## src/rtl/bcd_counter_4digit_pkg.sv

```systemverilog
// Shared constants for the display chain: BCD digit geometry, default digit
// count, and the clock/divider rates that the divider and display driver also use.
package bcd_counter_4digit_pkg;

  localparam int              BCD_W          = 4;
  localparam logic [BCD_W-1:0] BCD_MAX       = 4'd9;
  localparam int              DEF_NUM_DIGITS = 4;

  localparam int CLK_HZ   = 50_000_000;
  localparam int TICK_HZ  = 2;
  localparam int DIV_HALF = CLK_HZ / (2 * TICK_HZ);

endpackage

```

## src/rtl/bcd_digit.sv

```systemverilog
// One BCD digit of the chained counter: counts up or down when enabled and
// flags when the next enabled step will roll it over.
module bcd_digit
  import bcd_counter_4digit_pkg::*;
(
  input  logic             i_clk,
  input  logic             i_rst_n,
  input  logic             i_clr,
  input  logic             i_en,
  input  logic             i_up,
  output logic [BCD_W-1:0] o_q,
  output logic             o_roll
);

  // NOTE: state registers use non-blocking assignments so every digit
  // samples the pre-edge values of its neighbours' roll flags.
  always_ff @(posedge i_clk or negedge i_rst_n) begin
    if (!i_rst_n) begin
      o_q <= '0;
    end else if (i_clr) begin
      o_q <= '0;
    end else if (i_en) begin
      if (i_up) begin
        // An out-of-range nibble collapses to 0 instead of continuing past 9.
        o_q <= (o_q >= BCD_MAX) ? '0 : o_q + BCD_W'(1);
      end else begin
        o_q <= (o_q == '0)     ? BCD_MAX :
               (o_q > BCD_MAX) ? '0      : o_q - BCD_W'(1);
      end
    end
  end

  assign o_roll = i_up ? (o_q == BCD_MAX) : (o_q == '0);

endmodule

```

## src/rtl/bcd_counter_4digit.sv

```systemverilog
// Multi-digit BCD up/down counter advanced by rising edges of a divided-clock
// level sampled on i_clk; optional wrap with carry/borrow pulses, else saturate.
module bcd_counter_4digit
  import bcd_counter_4digit_pkg::*;
#(
  parameter int NUM_DIGITS = DEF_NUM_DIGITS,
  parameter int WRAP       = 1
) (
  input  logic                        i_clk,
  input  logic                        i_rst_n,
  input  logic                        i_tick,
  input  logic                        i_run,
  input  logic                        i_clear,
  input  logic                        i_up,
  output logic [BCD_W*NUM_DIGITS-1:0] o_bcd,
  output logic                        o_carry,
  output logic                        o_borrow,
  output logic                        o_at_limit
);

  logic                  tick_d;
  logic                  step;
  logic                  at_end;
  logic                  advance;
  logic                  wrap_on;
  logic [NUM_DIGITS-1:0] roll;
  logic [NUM_DIGITS-1:0] en;

  assign wrap_on = (WRAP != 0);

  // NOTE: tick_d resets high so a tick already high when reset releases is
  // not mistaken for a fresh rising edge.
  always_ff @(posedge i_clk or negedge i_rst_n) begin
    if (!i_rst_n) tick_d <= 1'b1;
    else          tick_d <= i_tick;
  end

  assign step    = i_tick & ~tick_d & i_run;
  assign at_end  = &roll;
  assign advance = step & ~(at_end & ~wrap_on);

  assign en[0] = advance;

  genvar k;
  generate
    for (k = 1; k < NUM_DIGITS; k++) begin : g_en
      assign en[k] = en[k-1] & roll[k-1];
    end

    for (k = 0; k < NUM_DIGITS; k++) begin : g_digit
      bcd_digit u_digit (
        .i_clk  (i_clk),
        .i_rst_n(i_rst_n),
        .i_clr  (i_clear),
        .i_en   (en[k]),
        .i_up   (i_up),
        .o_q    (o_bcd[k*BCD_W +: BCD_W]),
        .o_roll (roll[k])
      );
    end
  endgenerate

  // Pulses last exactly one cycle because they are recomputed every edge.
  always_ff @(posedge i_clk or negedge i_rst_n) begin
    if (!i_rst_n) begin
      o_carry  <= 1'b0;
      o_borrow <= 1'b0;
    end else if (i_clear) begin
      o_carry  <= 1'b0;
      o_borrow <= 1'b0;
    end else begin
      o_carry  <= step &  i_up & at_end & wrap_on;
      o_borrow <= step & ~i_up & at_end & wrap_on;
    end
  end

  assign o_at_limit = at_end;

endmodule
```

## config.mk

```make
export PLATFORM = sky130hd
export DESIGN_NAME = bcd_counter_4digit
export DESIGN_NICKNAME = d
export VERILOG_FILES = /design/src/rtl/bcd_counter_4digit_pkg.sv /design/src/rtl/bcd_digit.sv /design/src/rtl/bcd_counter_4digit.sv
export SDC_FILE = /design/constraint.sdc
export NUM_CORES = 1
export LEC_CHECK = 0
export ABC_AREA = 1
export CAP_MARGIN = 30
export CORE_ASPECT_RATIO = 2
export CORE_UTILIZATION = 50
export DETAILED_ROUTE_END_ITERATION = 7
export PLACE_DENSITY = 0.84
export SYNTH_ARGS = -nofsm -noshare
export SYNTH_HDL_FRONTEND = slang
export SYNTH_SLANG_ARGS = --single-unit
export TNS_END_PERCENT = 50
```

## constraint.sdc

```tcl
create_clock -name i_clk -period 1.4 [get_ports i_clk]
set_input_delay 0.14 -clock i_clk [delete_from_list [all_inputs] [get_ports i_clk]]
set_output_delay 0.14 -clock i_clk [all_outputs]
set_load 0.01 [all_outputs]
```

* Yosys cells after proc, flatten, opt, wreduce, memory -nomap -nowiden
Index checks and enable logic that the tools add are counted.
** Word-level totals
- Logic and storage cells :: 77
- Output and inout port bits :: 19
- Input bits :: 6
- Register bits after elaboration :: 19
** Cells by class
- Reductions and logical operators :: 9
- Add/subtract/negate cells :: 8
- Muxes and demuxes :: 30
- Bitwise logic cells :: 11
- Magnitude comparators :: 8
- Eq/ne operators :: 4
** Operators by type and width (number)
- 4-bit two-way mux :: 24
- 4-bit by 1-bit adder with 4-bit output (second input constant) :: 4
- 4-bit == test (second input constant) :: 4
- 4-bit greater-or-equal comparator (second input constant) :: 4
- 4-bit > comparator (second input constant) :: 4
- 4-bit zero test :: 4
- 4-bit by 1-bit subtractor with 4-bit output (second input constant) :: 4
- 1-bit AND :: 9
- 2-bit nonzero test :: 4
- 1-bit two-way mux :: 6
- 4-bit AND reduction :: 1
- 1-bit NOT :: 2

* Logic depth before layout (Yosys ltp)
- Word-level depth :: 8
- Mapped depth :: 10
- Mapped depth without buffers :: 10

* Hierarchy
A second synthesis with hierarchy kept.
** Second synthesis, totals
- Cells, all modules :: 278
- Area total of the unflattened synthesis :: 1755.4 µm²
** Modules (own cells, without submodules)
- bcd_digit (g_digit[0].u_digit ...) :: instances 3, cells each 65, area each 402.9 µm²
- bcd_digit (g_digit[3].u_digit) :: instances 1, cells each 62, area each 396.6 µm²
- bcd_counter_4digit :: instances 1, cells each 21, area each 150.1 µm²

* Worst setup path after synthesis
No wires, ideal clock.
- Kind :: flip-flop to output port
- Start point :: reg g_digit[2].u_digit.o_q[0]
- End point :: out o_at_limit
- Cell stages (with the launch flop) :: 9
- Path slack :: -0.068 ns
- Path buffers :: 0
- Data arrival time :: 1.328 ns
- Cell sequence :: dfrtp_1 -> inv_1 -> ha_1 -> nand3_1 -> nand2_2 -> nand2_4 -> nor2_8 -> nand3_2 -> inv_1
** On the way
- Longest elaborated chain between the ends :: 3
** Ends and longest elaborated chain
- start: declaration :: RTL line bcd_digit.sv:11 : output logic [BCD_W-1:0] o_q,
- start signal: assignment :: RTL line bcd_digit.sv:25 : o_q <= (o_q >= BCD_MAX) ? '0 : o_q + BCD_W'(1);
- start signal: assignment :: RTL line bcd_digit.sv:27 : o_q <= (o_q == '0) ? BCD_MAX :
- 4-bit == test or 4-bit zero test (tied branches) :: RTL line bcd_digit.sv:33 : assign o_roll = i_up ? (o_q == BCD_MAX) : (o_q == '0);
- 1-bit two-way mux (*) :: RTL line bcd_digit.sv:33
- 4-bit AND reduction (*) :: RTL line bcd_counter_4digit.sv:39 : assign at_end = &roll;
- end: declaration :: RTL line bcd_counter_4digit.sv:18 : output logic o_at_limit
Every way passes the cells marked *; elsewhere a longest branch is shown, timed or not.

* Final worst setup path
- Start point :: reg g_digit[1].u_digit.o_q[0]
- End point :: out o_at_limit
** On the way
- Longest elaborated chain between the ends :: 3
** Ends and longest elaborated chain (RTL line)
- start: declaration :: bcd_digit.sv:11
- start signal: assignment :: bcd_digit.sv:25
- start signal: assignment :: bcd_digit.sv:27
- 4-bit == test or 4-bit zero test (tied branches) :: bcd_digit.sv:33
- 1-bit two-way mux (*) :: bcd_digit.sv:33
- 4-bit AND reduction (*) :: bcd_counter_4digit.sv:39
Marks and branches as above.

==> results.sh <==
export IMPL_dr_pass1_iters=5
export IMPL_wl_per_cell_um=19.1
export IMPL_fin_cells=405
export IMPL_status="finished with violations"
export IMPL_cap_violations=0
export IMPL_drtIter0Drc=148
export IMPL_relSlewSlack=0.783
export IMPL_viasPerCell=5.86
export IMPL_drive_above_1_share=0.506
export IMPL_met1_length_um=2740
export IMPL_power_density_mw_per_mm2=538
export IMPL_clk_pin_slew_ns=0.08
export IMPL_setup_violations=19
export IMPL_numCtsBuffers=3
export IMPL_ir_drop_v=0.000616
export IMPL_cp_start_kind="flop"
export IMPL_cts_tree="yes"
export IMPL_p_leak_nw=1.65
export IMPL_fmax_mhz=573
export IMPL_maxUsedRoutingLayer="met4"
export IMPL_grt_pass1_vias=2260
export IMPL_ys_warnings_count=0
export IMPL_synth_top_cell_area_share=0.243
export IMPL_fin_skew_ns=0.00421
export IMPL_synth_edf_count=0
export IMPL_drtAntennaViolNets=0
export IMPL_synth_commonest_cells="nand2_1, nand3_1, inv_1, dfrtp_1, ha_1"
export IMPL_regToRegStartpoint="g_digit[1].u_digit.o_q[0]$_DFFE_PN0P_"
export IMPL_min_period_ns=1.75
export IMPL_grt_start_max_net_pins=20
export IMPL_final_hold_violation_count=0
export IMPL_insertion_delay_ns=0.26
export IMPL_yosys_register_bits=19
export IMPL_n_antenna_cell=0
export IMPL_syn_cell_area_sq_mm=0.00186
export IMPL_synth_top_cell_by_area="dfrtp_1"
export IMPL_fin_crit_sh=1.25
export IMPL_async_reset_ff_frac=1.00
export IMPL_start_util=0.520
export IMPL_grt_overflow=0
export IMPL_grt_use_total=0.348
export IMPL_final_nets=378
export IMPL_dp_hpwl_um=4080
export IMPL_synth_most_common_cell="nand2_1"
export IMPL_gp_congestion=0.903
export IMPL_syn_num_nets=278
export IMPL_synth_cell_type_count=33
export IMPL_dr_wl_met3_um=392
export IMPL_wirelength_um=7750
export IMPL_synthTopCellsByArea="dfrtp_1, nand2_1, nand3_1"
export IMPL_slew_viol_final=0
export IMPL_worstPathArrival_ns=1.61
export IMPL_placedCellCount=387
export IMPL_syn_to_final_growth_pct=67.5
export IMPL_worstMarginPinSlew_ns=0.324
export IMPL_synth_flop_cell="dfrtp_1"
export IMPL_worstSetupPathType="flop to primary output"
export IMPL_tns_ns=-3.90
export IMPL_drc=0
export IMPL_cp_max_fo=3
export IMPL_met2_length_um=4050
export IMPL_die_h_um=88.2
export IMPL_placement_io_buffers=24
export IMPL_die_area_sq_mm=0.00398
export IMPL_clock_path_buffers=2
export IMPL_die_w_um=45.1
export IMPL_cts_sinks=19
export IMPL_crit_path_end_kind="primary output"
export IMPL_worstPathRequired_ns=1.26
export IMPL_io_pins=25
export IMPL_seq_area_frac_synth=0.257
export IMPL_grt_pass1_wl_um=10100
export IMPL_crit_start="g_digit[1].u_digit.o_q[0]$_DFFE_PN0P_"
export IMPL_core_area_sq_mm=0.00357
export IMPL_fp_row_count=31
export IMPL_rsz0062_at_grt="yes"
export IMPL_htree_levels=1
export IMPL_syn_inst=257
export IMPL_postSynthAreaPerCell_sq_um=7.22
export IMPL_cts_root_buf="clkbuf_8"
export IMPL_hold_path_class="input pin to asynchronous set/reset pin"
export IMPL_setup_slack_ns=-0.346
export IMPL_antenna_found_initial=0
export IMPL_violations="negative setup slack"
export IMPL_via_count=2374
[placed cells by master (no fill, tap or decap), types with 2 or more instances in the layout]
cell,n
inv_4,3
ha_2,4
dfrtp_2,7
o211ai_1,2
nand4_1,8
nand2_4,11
nor2_4,5
clkdlybuf4s15_1,2
ha_1,4
clkbuf_8,3
dlymetal6s2s_1,3
o21ai_2,7
nand3_1,27
xor2_1,5
nand3_4,6
inv_1,15
o21ai_0,8
buf_6,7
nor2_1,9
inv_2,12
buf_4,71
dfrtp_1,11
nor2_2,4
nand2_2,11
clkdlybuf4s50_1,6
dlygate4sd2_1,12
nand3_2,10
nand2_1,57
ha_4,7
nor2_8,2
xnor2_1,3
[where the power goes]
group / switching (mW) / leakage (nW) / total [mW] / internal [mW]
clock network: 0.217 / 0.0228 / 0.420 / 0.203
registers: 0.0184 / 0.249 / 0.586 / 0.567
logic: 0.375 / 1.38 / 0.667 / 0.292
total: 0.610 / 1.65 / 1.67 / 1.06
[per-layer routing]
metal  up-vias  track usage
li1       1037            -
met1      1141        0.352
met2       141        0.627
met3        55       0.0536
met4         0        0.215
met5         -            0
[area by class of cell]
| cell class | count | area [sq um] |
|---|---|---|
| sequential | 19 | 485 |
| inverter | 32 | 134 |
| multi-input combinational | 199 | 1530 |
| timing repair buffer | 102 | 855 |
| tap | 49 | 61.3 |
| clock buffer | 4 | 45.0 |
| fill | 172 | 458 |
[repair_timing]
action	4_1_cts	5_1_grt
hold buffers	0	0
pin swaps	31	27
cloned	0	0
gates resized for setup	70	43
setup endpoints to repair	32	22
setup buffers	8	9
[path summary, 6_finish.rpt]
check / end / slack (ns) / cells past startpoint
worst max register to register: g_digit[1].u_digit.o_q[0]$_DFFE_PN0P_ / -0.29 / 9
worst min-delay path: g_digit[3].u_digit.o_q[1]$_DFFE_PN0P_ / 0.21 / 2
worst max-delay path: o_at_limit / -0.35 / 9
min in group i_clk: g_digit[1].u_digit.o_q[0]$_DFFE_PN0P_ / 0.44 / 5
max in group asynchronous: tick_d$_DFF_PN1_ / 0.91 / 2
worst min register to register: g_digit[3].u_digit.o_q[1]$_DFFE_PN0P_ / 0.66 / 3
[logic make-up (layout without fill, tap and decap cells)]
kind of cell	after synthesis	count (layout)	synth area share
simple gates	153	153	0.431
fa+ha+maj	15	15	0.101
flops	19	19	0.257
xor+xnor	8	8	0.0377
compound gates	23	23	0.0714
buf+inv	39	138	0.102
[state kept, by name, summed over array words and instances (netlist names)]
signal	count
g_digit.u_digit.o_q	16
o_borrow	1
tick_d	1
o_carry	1
[per-stage QoR]
step / util / hold WS (ns) / cell area, sq um / setup WS, ns / power, mW
2_1_floorplan: - / -0.156 / 1860 / 0.00609 / 0.855
3_3_place_gp: 0.727 / 0.512 / 2590 / -0.532 / 1.07
3_5_place_dp: 0.727 / 0.511 / 2590 / -0.578 / 1.08
4_1_cts: 0.815 / 0.226 / 2910 / -0.249 / 1.55
5_1_grt: 0.872 / 0.251 / 3110 / -0.356 / 1.72
6_report: 0.872 / 0.213 / 3110 / -0.346 / 1.67
[worst max-delay path, cell delays in order, from the launching register on]
cell	delay (ns)
dfrtp_2	0.43
buf_6	0.13
ha_4	0.14
nand3_4	0.08
nand2_4	0.09
nand2_4	0.07
nor2_8	0.14
nand3_4	0.08
inv_2	0.07
buf_6	0.10
Power figures use the tool's default switching activity.
